**config.mk**
```make
export PLATFORM = sky130hd
export DESIGN_NAME = shift_deserializer_flat
export DESIGN_NICKNAME = d
export VERILOG_FILES = /design/src/rtl/shift_deserializer_pkg.sv /design/src/rtl/shift_deserializer_if.sv /design/src/rtl/shift_deserializer_core.sv /design/src/rtl/shift_deserializer.sv /design/src/flat_wrapper.sv
export SDC_FILE = /design/constraint.sdc
export NUM_CORES = 1
export LEC_CHECK = 0
export BUFFER_PORTS_ARGS = -buffer_cell sky130_fd_sc_hd__buf_2
export CORE_ASPECT_RATIO = 0.9
export CORE_UTILIZATION = 40
export CTS_CLUSTER_DIAMETER = 100
export DETAILED_ROUTE_END_ITERATION = 8
export GPL_TIMING_DRIVEN = 1
export SLEW_MARGIN = 20
export SYNTH_ARGS = -nofsm -noshare
export SYNTH_HDL_FRONTEND = slang
export SYNTH_HIERARCHICAL = 1
export SYNTH_SLANG_ARGS = --single-unit
```
**constraint.sdc**
```tcl
create_clock -name CLK -period 2.1 [get_ports CLK]
set_clock_uncertainty 0.05 [all_clocks]
set_input_delay 0.21 -clock CLK [delete_from_list [all_inputs] [get_ports CLK]]
set_output_delay 0.21 -clock CLK [all_outputs]
set_load 0.05 [all_outputs]
```
**src/rtl/shift_deserializer_pkg.sv**
```systemverilog
// Shared state and bit-order encodings for the serial-to-parallel receiver.
package shift_pkg;

  typedef enum logic [1:0] {
    IDLE  = 2'd0,
    SHIFT = 2'd1,
    HOLD  = 2'd2
  } state_t;

  localparam logic DIR_MSB_FIRST = 1'b0;
  localparam logic DIR_LSB_FIRST = 1'b1;

endpackage

```
**src/rtl/shift_deserializer_if.sv**
```systemverilog
// Serial input handshake, bit order/abort controls and word output handshake.
interface shift_deserializer_if #(parameter int WIDTH = 4);
  localparam int CW = (WIDTH > 1) ? $clog2(WIDTH) : 1;

  logic          SIN;
  logic          SIN_VALID;
  logic          SIN_READY;
  logic          DIR;
  logic          CLR;
  logic [WIDTH-1:0] Q;
  logic          Q_VALID;
  logic          Q_READY;
  logic [CW-1:0] BIT_CNT;

  modport master (
    output SIN, SIN_VALID, DIR, CLR, Q_READY,
    input  SIN_READY, Q, Q_VALID, BIT_CNT
  );

  modport slave (
    input  SIN, SIN_VALID, DIR, CLR, Q_READY,
    output SIN_READY, Q, Q_VALID, BIT_CNT
  );
endinterface

```
**src/rtl/shift_deserializer_core.sv**
```systemverilog
// Shift register, bit counter and per-word bit-order latch.
module shift_deser_core
  import shift_pkg::*;
#(
  parameter int WIDTH = 4,
  localparam int CW = $clog2(WIDTH)
) (
  input  logic             clk,
  input  logic             rst,
  input  logic             clr,
  input  logic             take,
  input  logic             keep_cnt,
  input  logic             cnt_clr,
  input  logic             sin,
  input  logic             dir,
  output logic [WIDTH-1:0] shreg,
  output logic [WIDTH-1:0] word,
  output logic [CW-1:0]    bit_cnt,
  output logic             word_done
);

  localparam logic [CW-1:0] LAST = CW'(WIDTH - 1);

  logic             order;
  logic             first;
  logic             eff_dir;
  logic [WIDTH-1:0] base;

  // The first bit of a word starts from a clean register and uses DIR live.
  always_comb begin
    first     = (bit_cnt == '0);
    eff_dir   = first ? dir : order;
    base      = first ? '0 : shreg;
    word      = (eff_dir == DIR_LSB_FIRST) ? {sin, base[WIDTH-1:1]}
                                           : {base[WIDTH-2:0], sin};
    word_done = take && (bit_cnt == LAST);
  end

  always_ff @(posedge clk or posedge rst) begin
    if (rst) begin
      shreg   <= '0;
      bit_cnt <= '0;
      order   <= DIR_MSB_FIRST;
    end else if (clr) begin
      shreg   <= '0;
      bit_cnt <= '0;
    end else if (take) begin
      shreg <= word;
      if (first)
        order <= dir;
      if (word_done)
        bit_cnt <= keep_cnt ? bit_cnt : '0;
      else
        bit_cnt <= bit_cnt + 1'b1;
    end else if (cnt_clr) begin
      bit_cnt <= '0;
    end
  end

endmodule

```
**src/rtl/shift_deserializer.sv**
```systemverilog
// Serial-to-parallel receiver: sequencing FSM plus one-entry output register.
module shift_deserializer
  import shift_pkg::*;
#(
  parameter int WIDTH = 4
) (
  input logic CLK,
  input logic RST,
  shift_deserializer_if.slave bus
);

  localparam int CW = $clog2(WIDTH);

  state_t           state;
  state_t           state_next;
  logic             sin_ready;
  logic             accept;
  logic             drain;
  logic             q_free;
  logic             word_done;
  logic [WIDTH-1:0] word;
  logic [WIDTH-1:0] shreg;
  logic [CW-1:0]    bit_cnt;
  logic [WIDTH-1:0] q;
  logic             q_valid;

  // CLR blocks the accept even when SIN_READY is high.
  assign accept = bus.SIN_VALID && sin_ready && !bus.CLR;
  assign drain  = q_valid && bus.Q_READY;
  assign q_free = !q_valid || bus.Q_READY;

  shift_deser_core #(.WIDTH(WIDTH)) u_core (
    .clk       (CLK),
    .rst       (RST),
    .clr       (bus.CLR),
    .take      (accept),
    .keep_cnt  (!q_free),
    .cnt_clr   ((state == HOLD) && drain),
    .sin       (bus.SIN),
    .dir       (bus.DIR),
    .shreg     (shreg),
    .word      (word),
    .bit_cnt   (bit_cnt),
    .word_done (word_done)
  );

  always_ff @(posedge CLK or posedge RST) begin
    if (RST)
      state <= IDLE;
    else
      state <= state_next;
  end

  always_comb begin
    state_next = state;
    if (bus.CLR) begin
      state_next = IDLE;
    end else begin
      case (state)
        IDLE:    if (accept) state_next = SHIFT;
        SHIFT:   if (word_done) state_next = q_free ? IDLE : HOLD;
        HOLD:    if (drain) state_next = IDLE;
        default: state_next = IDLE;
      endcase
    end
  end

  always_comb begin
    sin_ready = (state != HOLD);
  end

  // A HOLD word discarded by CLR must not be promoted by a same-cycle drain.
  always_ff @(posedge CLK or posedge RST) begin
    if (RST) begin
      q       <= '0;
      q_valid <= 1'b0;
    end else if (word_done && q_free) begin
      q       <= word;
      q_valid <= 1'b1;
    end else if ((state == HOLD) && drain && !bus.CLR) begin
      q <= shreg;
    end else if (drain) begin
      q_valid <= 1'b0;
    end
  end

  assign bus.SIN_READY = sin_ready;
  assign bus.Q         = q;
  assign bus.Q_VALID   = q_valid;
  assign bus.BIT_CNT   = bit_cnt;

endmodule

```
**src/flat_wrapper.sv**
```systemverilog
// flat-port wrapper written by rule: the top's interface ports become plain ports
module shift_deserializer_flat import shift_pkg::*;
#(
  parameter int WIDTH = 4
)
  (CLK, RST, bus_SIN, bus_SIN_VALID, bus_DIR, bus_CLR, bus_Q_READY, bus_SIN_READY, bus_Q, bus_Q_VALID, bus_BIT_CNT);
  shift_deserializer_if #(.WIDTH(WIDTH)) bus_i ();
  input logic CLK;
  input logic RST;
  input wire logic [$bits(bus_i.SIN)-1:0] bus_SIN;
  input wire logic [$bits(bus_i.SIN_VALID)-1:0] bus_SIN_VALID;
  input wire logic [$bits(bus_i.DIR)-1:0] bus_DIR;
  input wire logic [$bits(bus_i.CLR)-1:0] bus_CLR;
  input wire logic [$bits(bus_i.Q_READY)-1:0] bus_Q_READY;
  output wire logic [$bits(bus_i.SIN_READY)-1:0] bus_SIN_READY;
  output wire logic [$bits(bus_i.Q)-1:0] bus_Q;
  output wire logic [$bits(bus_i.Q_VALID)-1:0] bus_Q_VALID;
  output wire logic [$bits(bus_i.BIT_CNT)-1:0] bus_BIT_CNT;
  assign bus_i.SIN = bus_SIN;
  assign bus_i.SIN_VALID = bus_SIN_VALID;
  assign bus_i.DIR = bus_DIR;
  assign bus_i.CLR = bus_CLR;
  assign bus_i.Q_READY = bus_Q_READY;
  assign bus_SIN_READY = bus_i.SIN_READY;
  assign bus_Q = bus_i.Q;
  assign bus_Q_VALID = bus_i.Q_VALID;
  assign bus_BIT_CNT = bus_i.BIT_CNT;
  shift_deserializer #(.WIDTH(WIDTH)) u_core (.CLK(CLK), .RST(RST), .bus(bus_i));
endmodule
```
==> results of run 1 <==
## metrics by stage
step	power [uW]	cell area (sq um)	hold WS, ps	util [%]
final	530	972	152	49.8
after global routing	562	972	143	49.8
after CTS	541	971	145	49.7
after detailed placement	393	938	117	48.1
after global placement	392	938	110	48.1
after floorplan	373	846	-36.6	-
## state kept, by name (all words and copies together) (netlist names)
signal	flops
u_core/u_core/bit_cnt	2
u_core/bus.Q	4
u_core/u_core/shreg	4
u_core/u_core/order	1
u_core/bus.Q_VALID	1
u_core/state	2
## path summary, 6_finish.rpt
check / from / to / slack [ps] / depth (start not counted)
hold reg to reg: u_core/state[1] / u_core/state[0] / 460 / 1
setup / recovery: u_core/state[1] / u_core/bus.Q[3] / 230 / 5
setup reg to reg: u_core/state[1] / u_core/bus.Q[3] / 230 / 5
hold / removal: bus_DIR / u_core/u_core/order / 150 / 2
max in group asynchronous: RST / u_core/u_core/shreg[3] / 1360 / 3
min in group asynchronous: RST / u_core/state[0] / 360 / 3
## synthesized netlist by cell type, types with 2 or more instances
cell type and n:
mux2i_1 3, nand2b_1 4, nor2_1 8, ha_1 2
inv_1 7, nand2_1 6, a221o_2 4, o21ai_0 2
nand3_1 2, o32ai_1 2, and4bb_2 2, a21oi_1 4
and3_1 5, dfrtp_1 14, nor3_1 2, inv_2 2
## kinds of logic (layout without fill, tap and decap cells)
kind of cell | after synthesis | after routing
buf+inv | 12 | 29
compound gates | 18 | 18
flops | 14 | 14
simple gates | 36 | 36
fa+ha+maj | 2 | 2
mux | 5 | 5
## final cells by class
type / count / area share (%)
multi-input cells: 61 / 45.2
flip-flops and latches: 14 / 36.0
clock buffers: 3 / 2.32
inverters: 9 / 3.47
well taps: 25 / 3.22
repair buffers: 17 / 9.78
## per-layer routing
metal	wire, um	track usage (%)	up-vias	share of wire [%]
met4	12	3.33	0	0.70
met3	83	6.00	2	4.8
met5	0	0	-	0
met1	859	24.5	339	50
li1	-	-	347	-
met2	770	27.5	16	45
## where the power goes
part | internal (uW) | total [uW] | switching (uW) | leakage [uW]
combinational | 41.7 | 91.4 | 49.7 | 0.000288
clock | 66.3 | 140 | 74.0 | 0.0000138
sequential | 281 | 298 | 17.1 | 0.000190
## worst register-to-register path: stages (launching register included)
cell	delay (ps)
dfrtp_1	420
nor2b_1	170
nor3b_1	240
and2_2	290
o21ai_0	210
a221o_2	370
## timing repair
item,CTS,global route
hold endpoints to repair,14,0
hold buffers,1,0
buffers inserted,0,0
gates resized for setup,0,1
endpoints found under the setup margin,0,4
==> impl_metrics.ini, run 1 <==
[timing]
fin_ws_ps = 231
max_slew.worst_pin.slew_ps = 423
hold_violations = 0
slew_viol_final = 0
slew-limit-headroom_pct = 71.5
min_period_ps = 1870
fmax_mhz = 535
rsz0062_at_grt = false
finalSetupViolCount = 0
final.setup.tns_ps = 0
final.period_utilization_pct = 89.0

[global_routing]
grt_antenna_before_repair = 0
grt.total_usage_pct = 17.7
grt_pass1_wl_mm = 2.97
grt.overflow.total = 0
grt_pass1_vias = 658
grt_max_degree = 12

[clock_network]
path_clk_slew_ps = 80
root_buffer = clkbuf_4
cts_inserted_buffers = 3
cts_max_level = 1
clockBufferDepth = 2
clk_latency_ps = 270
clkSinkCount = 14
cts_tree = yes

[worst_setup_path]
crit_family = simple AND/OR/NAND/NOR gates
worstPathRequired_ps = 2200
path_cells = nor2b_1, nor3b_1, and2_2, o21ai_0, a221o_2
critPathSlowestCell = dfrtp_1
crit_fanout = 9
max_stage_delay_ps = 420
cp_num_buf_inv = 0
cp-start-kind = register
cp_data_arrival_time_ps = 1970
cp-end-kind = register
critical_path_class = register to register

[detailed_routing]
drt_first_iter_violations = 18
drc_errors = 0
vias = 704
viasPerCell = 5.46
finalWirelength_mm = 1.73
antenna_left = 0
wl_per_cell_um = 13.4
drt_first_pass_iters = 5

[synth]
synth_top_family_by_area = simple AND/OR/NAND/NOR gates
ys_seq_area_share_pct = 41.4
synthXorXnorAreaFrac_pct = 0
syn-num-nets = 96
synth_edf_count = 0
yosys.area.top_type_share_pct = 41.4
yosysTopAreaCell = dfrtp_1
async_reset_ff_share_pct = 100
avgSynthCellArea_sq_um = 9.72
ys.flop_type = dfrtp_1
synth.area.top_cells = dfrtp_1 41%, a221o_2 5.3%, and3_1 3.7%, mux2i_1 3.6%, nor2_1 3.6%
syn_area_sq_um = 846
synth-simple-area-share_pct = 25.4
netlist_instances = 87
synth.distinct_cells = 34
yosys_warnings = 6
synthMuxAreaShare_pct = 6.66
synth_adder_area_share_pct = 2.96
synth_compound_area_share_pct = 16.7
synth-seq-cells = 14

[cells_and_area]
syn2layout_area_growth_pct = 14.9
fin_nets = 115
regArea_sq_um = 350
layout_common_cells = 14 x buf_2, 14 x dfrtp_1, 8 x nor2_1
multiInputGateArea_sq_um = 439
drive_above_1_share_pct = 30.8
fin_cells = 129
fillers = 188
n_antenna_cell = 0

[hold_path]
holdCritPathClass = input port to register

[placement]
place_ws_ps = 164
dp_hpwl_mm = 1.38
place.gp.congestion = 0.798
place.port_buffers = 14
dp_cells = 125

[floorplan]
io_pins = 15
core_area_sq_mm = 0.00195
num_rows = 15
die_h_um = 45.6
die_area_sq_mm = 0.00230
die_w_um = 50.5
start_util_pct = 43.3

[run]
drv_cap = 0

[power]
vdd_drop_max_uv = 358
total_leakage_power_uw = 0.000492
power.density_mw_per_mm2 = 545

[outcome]
status = complete, no violations
No activity file was read; power rests on OpenSTA's default activity.
==> inputs of run 2 (changes only) <==
clock period = 2.4 ns   (was 2.1 ns; I/O delays follow)
==> run 2 against run 1 <==
Against the previous run: die area unchanged; power is 11% lower; design area fell by 0.90%; global-route usage grew 0.95 points; critical endpoint is now u_core/bus.Q[1]; first-iteration DRC count increased by 83%; sequential cell count unchanged; critical path depth unchanged; maximum frequency shrank 4.4%; via count shrank 0.99%; critical path type unchanged; largest cell class unchanged.
==> impl_metrics.ini, run 2 (synthesis gave the netlist of run 1 again) <==
[cells_and_area]
drive_above_1_share_pct = 29.1
n_antenna_cell = 0
syn2layout_area_growth_pct = 13.9
fin_nets = 114
layout_common_cells = 14 x buf_2, 14 x dfrtp_1, 8 x nor2_1
final_util_pct = 49.4

[worst_setup_path]
cp_data_arrival_time_ps = 2070
crit_family = simple AND/OR/NAND/NOR gates
cp-end-kind = register
cp-start-kind = register
path_cells = nor2b_1, nor3b_1, and2_1, o21ai_0, a221o_2
cp_num_buf_inv = 0
worstPathRequired_ps = 2520
critical_path_class = register to register
max_stage_delay_ps = 430
crit_fanout = 9
critPathSlowestCell = dfrtp_1

[floorplan]
die_w_um = 50.5
start_util_pct = 43.3
io_pins = 15
die_h_um = 45.6
die_area_sq_mm = 0.00230
core_area_sq_mm = 0.00195
num_rows = 15

[placement]
place.port_buffers = 14
place.gp.congestion = 0.770
dp_hpwl_mm = 1.34

[hold_path]
holdCritPathClass = input port to register

[detailed_routing]
finalWirelength_mm = 1.75
antenna_left = 0
drt_first_pass_iters = 4
drt_first_iter_violations = 33
wl_per_cell_um = 13.7
vias = 697
drc_errors = 0
viasPerCell = 5.45

[timing]
final.setup.tns_ps = 0
max_slew.worst_pin.slew_ps = 451
hold_violations = 0
finalSetupViolCount = 0
whs_ps = 170
final.period_utilization_pct = 81.4
slew-limit-headroom_pct = 69.6
slew_viol_final = 0
rsz0062_at_grt = false
fmax_mhz = 512
min_period_ps = 1950

[power]
total_leakage_power_uw = 0.000487
power.density_mw_per_mm2 = 490
vdd_drop_max_uv = 256

[clock_network]
cts-resized-gates = 0
cts_max_level = 1
clockBufferDepth = 2
cts_hold_buffers = 1
cts_tree = yes
cts_inserted_buffers = 3
path_clk_slew_ps = 80
clk_latency_ps = 280
clkSinkCount = 14
root_buffer = clkbuf_4
post-cts-setup-buffers = 0

[run]
drv_cap = 0

[global_routing]
grt_pass1_wl_mm = 3.03
grt_max_degree = 13
grt_antenna_before_repair = 0
grt.overflow.total = 0
grt.total_usage_pct = 18.7
grt_pass1_vias = 647

[outcome]
status = complete, no violations
[run 2: cell count changes in the layout (fill, tap and decap cells not counted)]
cell    before  now
and2_1       0    1
and2_2       1    0
buf_4        2    1
[run 2: metrics by stage]
stage	setup slack [ps]	cell area (sq um)	cells	power, uW
after floorplan	434	846	87	326
after global placement	520	931	124	342
after detailed placement	480	931	124	344
after CTS	457	963	128	481
after global routing	277	963	128	502
final	446	963	128	472
[run 2: cell type report]
type                    instances  area (sq um)
fillers                       200           988
multi-input cells              61           438
flip-flops and latches         14           350
repair buffers                 16          87.6
inverters                       9          33.8
well taps                      25          31.3
clock buffers                   3          22.5
[run 2: path summary, 6_finish.rpt]
kind                                       end  cells after the start  slack [ps]             from
setup / recovery               u_core/bus.Q[1]                      5         450  u_core/state[1]
hold / removal             u_core/u_core/order                      2         170          bus_DIR
setup reg to reg               u_core/bus.Q[1]                      5         450  u_core/state[1]
hold reg to reg                u_core/bus.Q[1]                      1         460  u_core/bus.Q[1]
max in group asynchronous  u_core/u_core/order                      3        1650              RST
min in group asynchronous      u_core/state[0]                      3         380              RST
[run 2: power breakdown]
part | switching, uW | internal, uW | total, uW
logic | 43.5 | 35.4 | 78.9
registers | 14.7 | 246 | 261
clock network | 74.1 | 58.3 | 132
[run 2: routing by layer]
metal | vias up | wire, um | global-route usage [%] | part of all wire, %
li1 | 345 | - | - | -
met1 | 333 | 871 | 24.0 | 50
met2 | 15 | 771 | 28.3 | 44
met3 | 4 | 76 | 7.00 | 4.3
met4 | 0 | 31 | 8.33 | 1.8
met5 | - | 0 | 0 | 0
==> inputs of run 3 (changes only) <==
clock period = 1.75 ns   (was 2.4 ns; I/O delays follow)
==> run 3 against run 2 <==
Against the previous run: design area is 6.8% higher; critical path depth is 2 higher; routed wire length is 1.9% higher; combinational power is 43% higher; utilization is 3.3 points higher; register-to-register slack worse by 340 ps; critical path type unchanged; critical endpoint is now u_core/bus.Q[3]; largest power group unchanged.
==> impl_metrics.ini, run 3 (synthesis gave the netlist of run 1 again) <==
[detailed_routing]
wl_per_cell_um = 13.4
finalWirelength_mm = 1.78
vias = 699
viasPerCell = 5.26
drt_first_iter_violations = 7
drc_errors = 0
antenna_left = 0
drt_first_pass_iters = 4

[clock_network]
root_buffer = clkbuf_4
cts_inserted_buffers = 3
clockBufferDepth = 2
clkSinkCount = 14
clk_latency_ps = 280
cts_tree = yes
cts_max_level = 1
path_clk_slew_ps = 80

[worst_setup_path]
critical_path_class = register to register
timing.rr.end = u_core/bus.Q[3]
crit_fanout = 8
rr_startpoint = u_core/u_core/bit_cnt[0]
cp_data_arrival_time_ps = 1760
max_stage_delay_ps = 440
cp-start-kind = register
cpMostUsedCell = nand2_1
path_cells = inv_1, ha_1, inv_2, nand2_1, nand2_1, and3_1, a221o_2
cp-end-kind = register
critPathSlowestCell = dfrtp_2
reg2reg_depth = 7
r2r_slack_ps = 100
worstPathRequired_ps = 1860

[floorplan]
num_rows = 15
die_area_sq_mm = 0.00230
io_pins = 15
die_w_um = 50.5
die_h_um = 45.6
start_util_pct = 43.3
core_area_sq_mm = 0.00195

[global_routing]
grt_pass1_wl_mm = 2.95
grt_max_degree = 11
grt_antenna_before_repair = 0
grt.overflow.total = 0
grt_pass1_vias = 669
grt.total_usage_pct = 17.8

[cells_and_area]
mostFrequentLayoutCell = buf_2
fillers = 194
multiInputGateArea_sq_um = 452
final_design_area_no_fill_sq_mm = 0.00103
layout_common_cells = 14 x buf_2, 11 x dfrtp_1, 7 x inv_1, 7 x nor2_1, 6 x nand2_1
drive_above_1_share_pct = 38.9
syn2layout_area_growth_pct = 21.6
n_antenna_cell = 0
regArea_sq_um = 354
fin_nets = 118

[timing]
final.setup.tns_ps = 0
final.period_utilization_pct = 94.2
slew-limit-headroom_pct = 79.8
slew_viol_final = 0
rsz0062_at_grt = false
max_slew.worst_pin.slew_ps = 302
min_period_ps = 1650
finalSetupViolCount = 0
fmax_mhz = 607
hold_violations = 0

[hold_path]
min_to = u_core/u_core/bit_cnt[0]
holdCritPathClass = input port to register
hold_depth = 2
min_from = bus_CLR

[outcome]
status = complete, no violations

[placement]
place.gp.congestion = 0.796
dpl_cell_area_sq_um = 962
place.port_buffers = 14
dp_hpwl_mm = 1.39

[power]
total_leakage_power_uw = 0.000516
vdd_drop_max_uv = 438
power.density_mw_per_mm2 = 677
p_total_uw = 696

[run]
drv_cap = 0
## run 3: changes by cell type in the layout (fill, tap and decap cells not counted), sizes merged
cell	before	now
buf	15	19
clkbuf	3	4
## run 3: how the worst max path moves through the flow
stage / startpoint / endpoint / slack [ps] / depth (start not counted)
finish: u_core/u_core/bit_cnt[0] / u_core/bus.Q[3] / 100 / 7
global route: u_core/state[1] / u_core/u_core/order / 10 / 6
CTS: u_core/state[1] / u_core/bus.Q[0] / 60 / 5
detailed placement: u_core/state[1] / u_core/bus.Q[0] / 90 / 5
global placement: u_core/u_core/bit_cnt[0] / u_core/bus.Q[3] / 160 / 7
floorplan: u_core/state[1] / u_core/bus.Q[0] / 3 / 6
## run 3: what timing repair did
item                       4_1_cts  5_1_grt
hold endpoints to repair        14        0
hold buffers                     1        0
resized for setup                0        5
setup endpoints to repair        0        5
setup buffers                    0        1
## run 3: layout make-up
class / instances / area share [%]
Tap cell: 25 / 3.04
Inverter: 9 / 3.28
Timing Repair Buffer: 20 / 11.8
Sequential cell: 14 / 34.4
Multi-Input combinational cell: 61 / 43.9
Clock buffer: 4 / 3.53
## run 3: critical path, delay by kind of cell (launching register included)
kind	cells	cell delay (ps)
compound gates	1	290
fa+ha+maj	1	300
buf+inv	2	140
flops	1	440
simple gates	3	310
## run 3: power breakdown
part	switching (uW)	total, uW	leakage (uW)	internal, uW
sequential	20.2	358	0.000186	338
clock	98.9	225	0.0000210	127
combinational	61.5	113	0.000309	51.5
## run 3: stage by stage
step	utilization (%)	worst slack, ps	instances	hold WS, ps
finish	52.7	102	133	94.1
detailed placement	49.3	89.0	127	100
global route	52.7	11.8	133	91.6
CTS	51.7	58.3	132	86.6
floorplan	-	2.91	87	-71.7
global placement	49.3	156	127	82.8
## run 3: metal layers
layer / up-vias / track usage, % / wire length [um]
li1: 354 / - / -
met1: 326 / 21.7 / 848
met2: 19 / 31.2 / 843
met3: 0 / 7.00 / 91
met4: 0 / 1.67 / 0
met5: - / 0 / 0
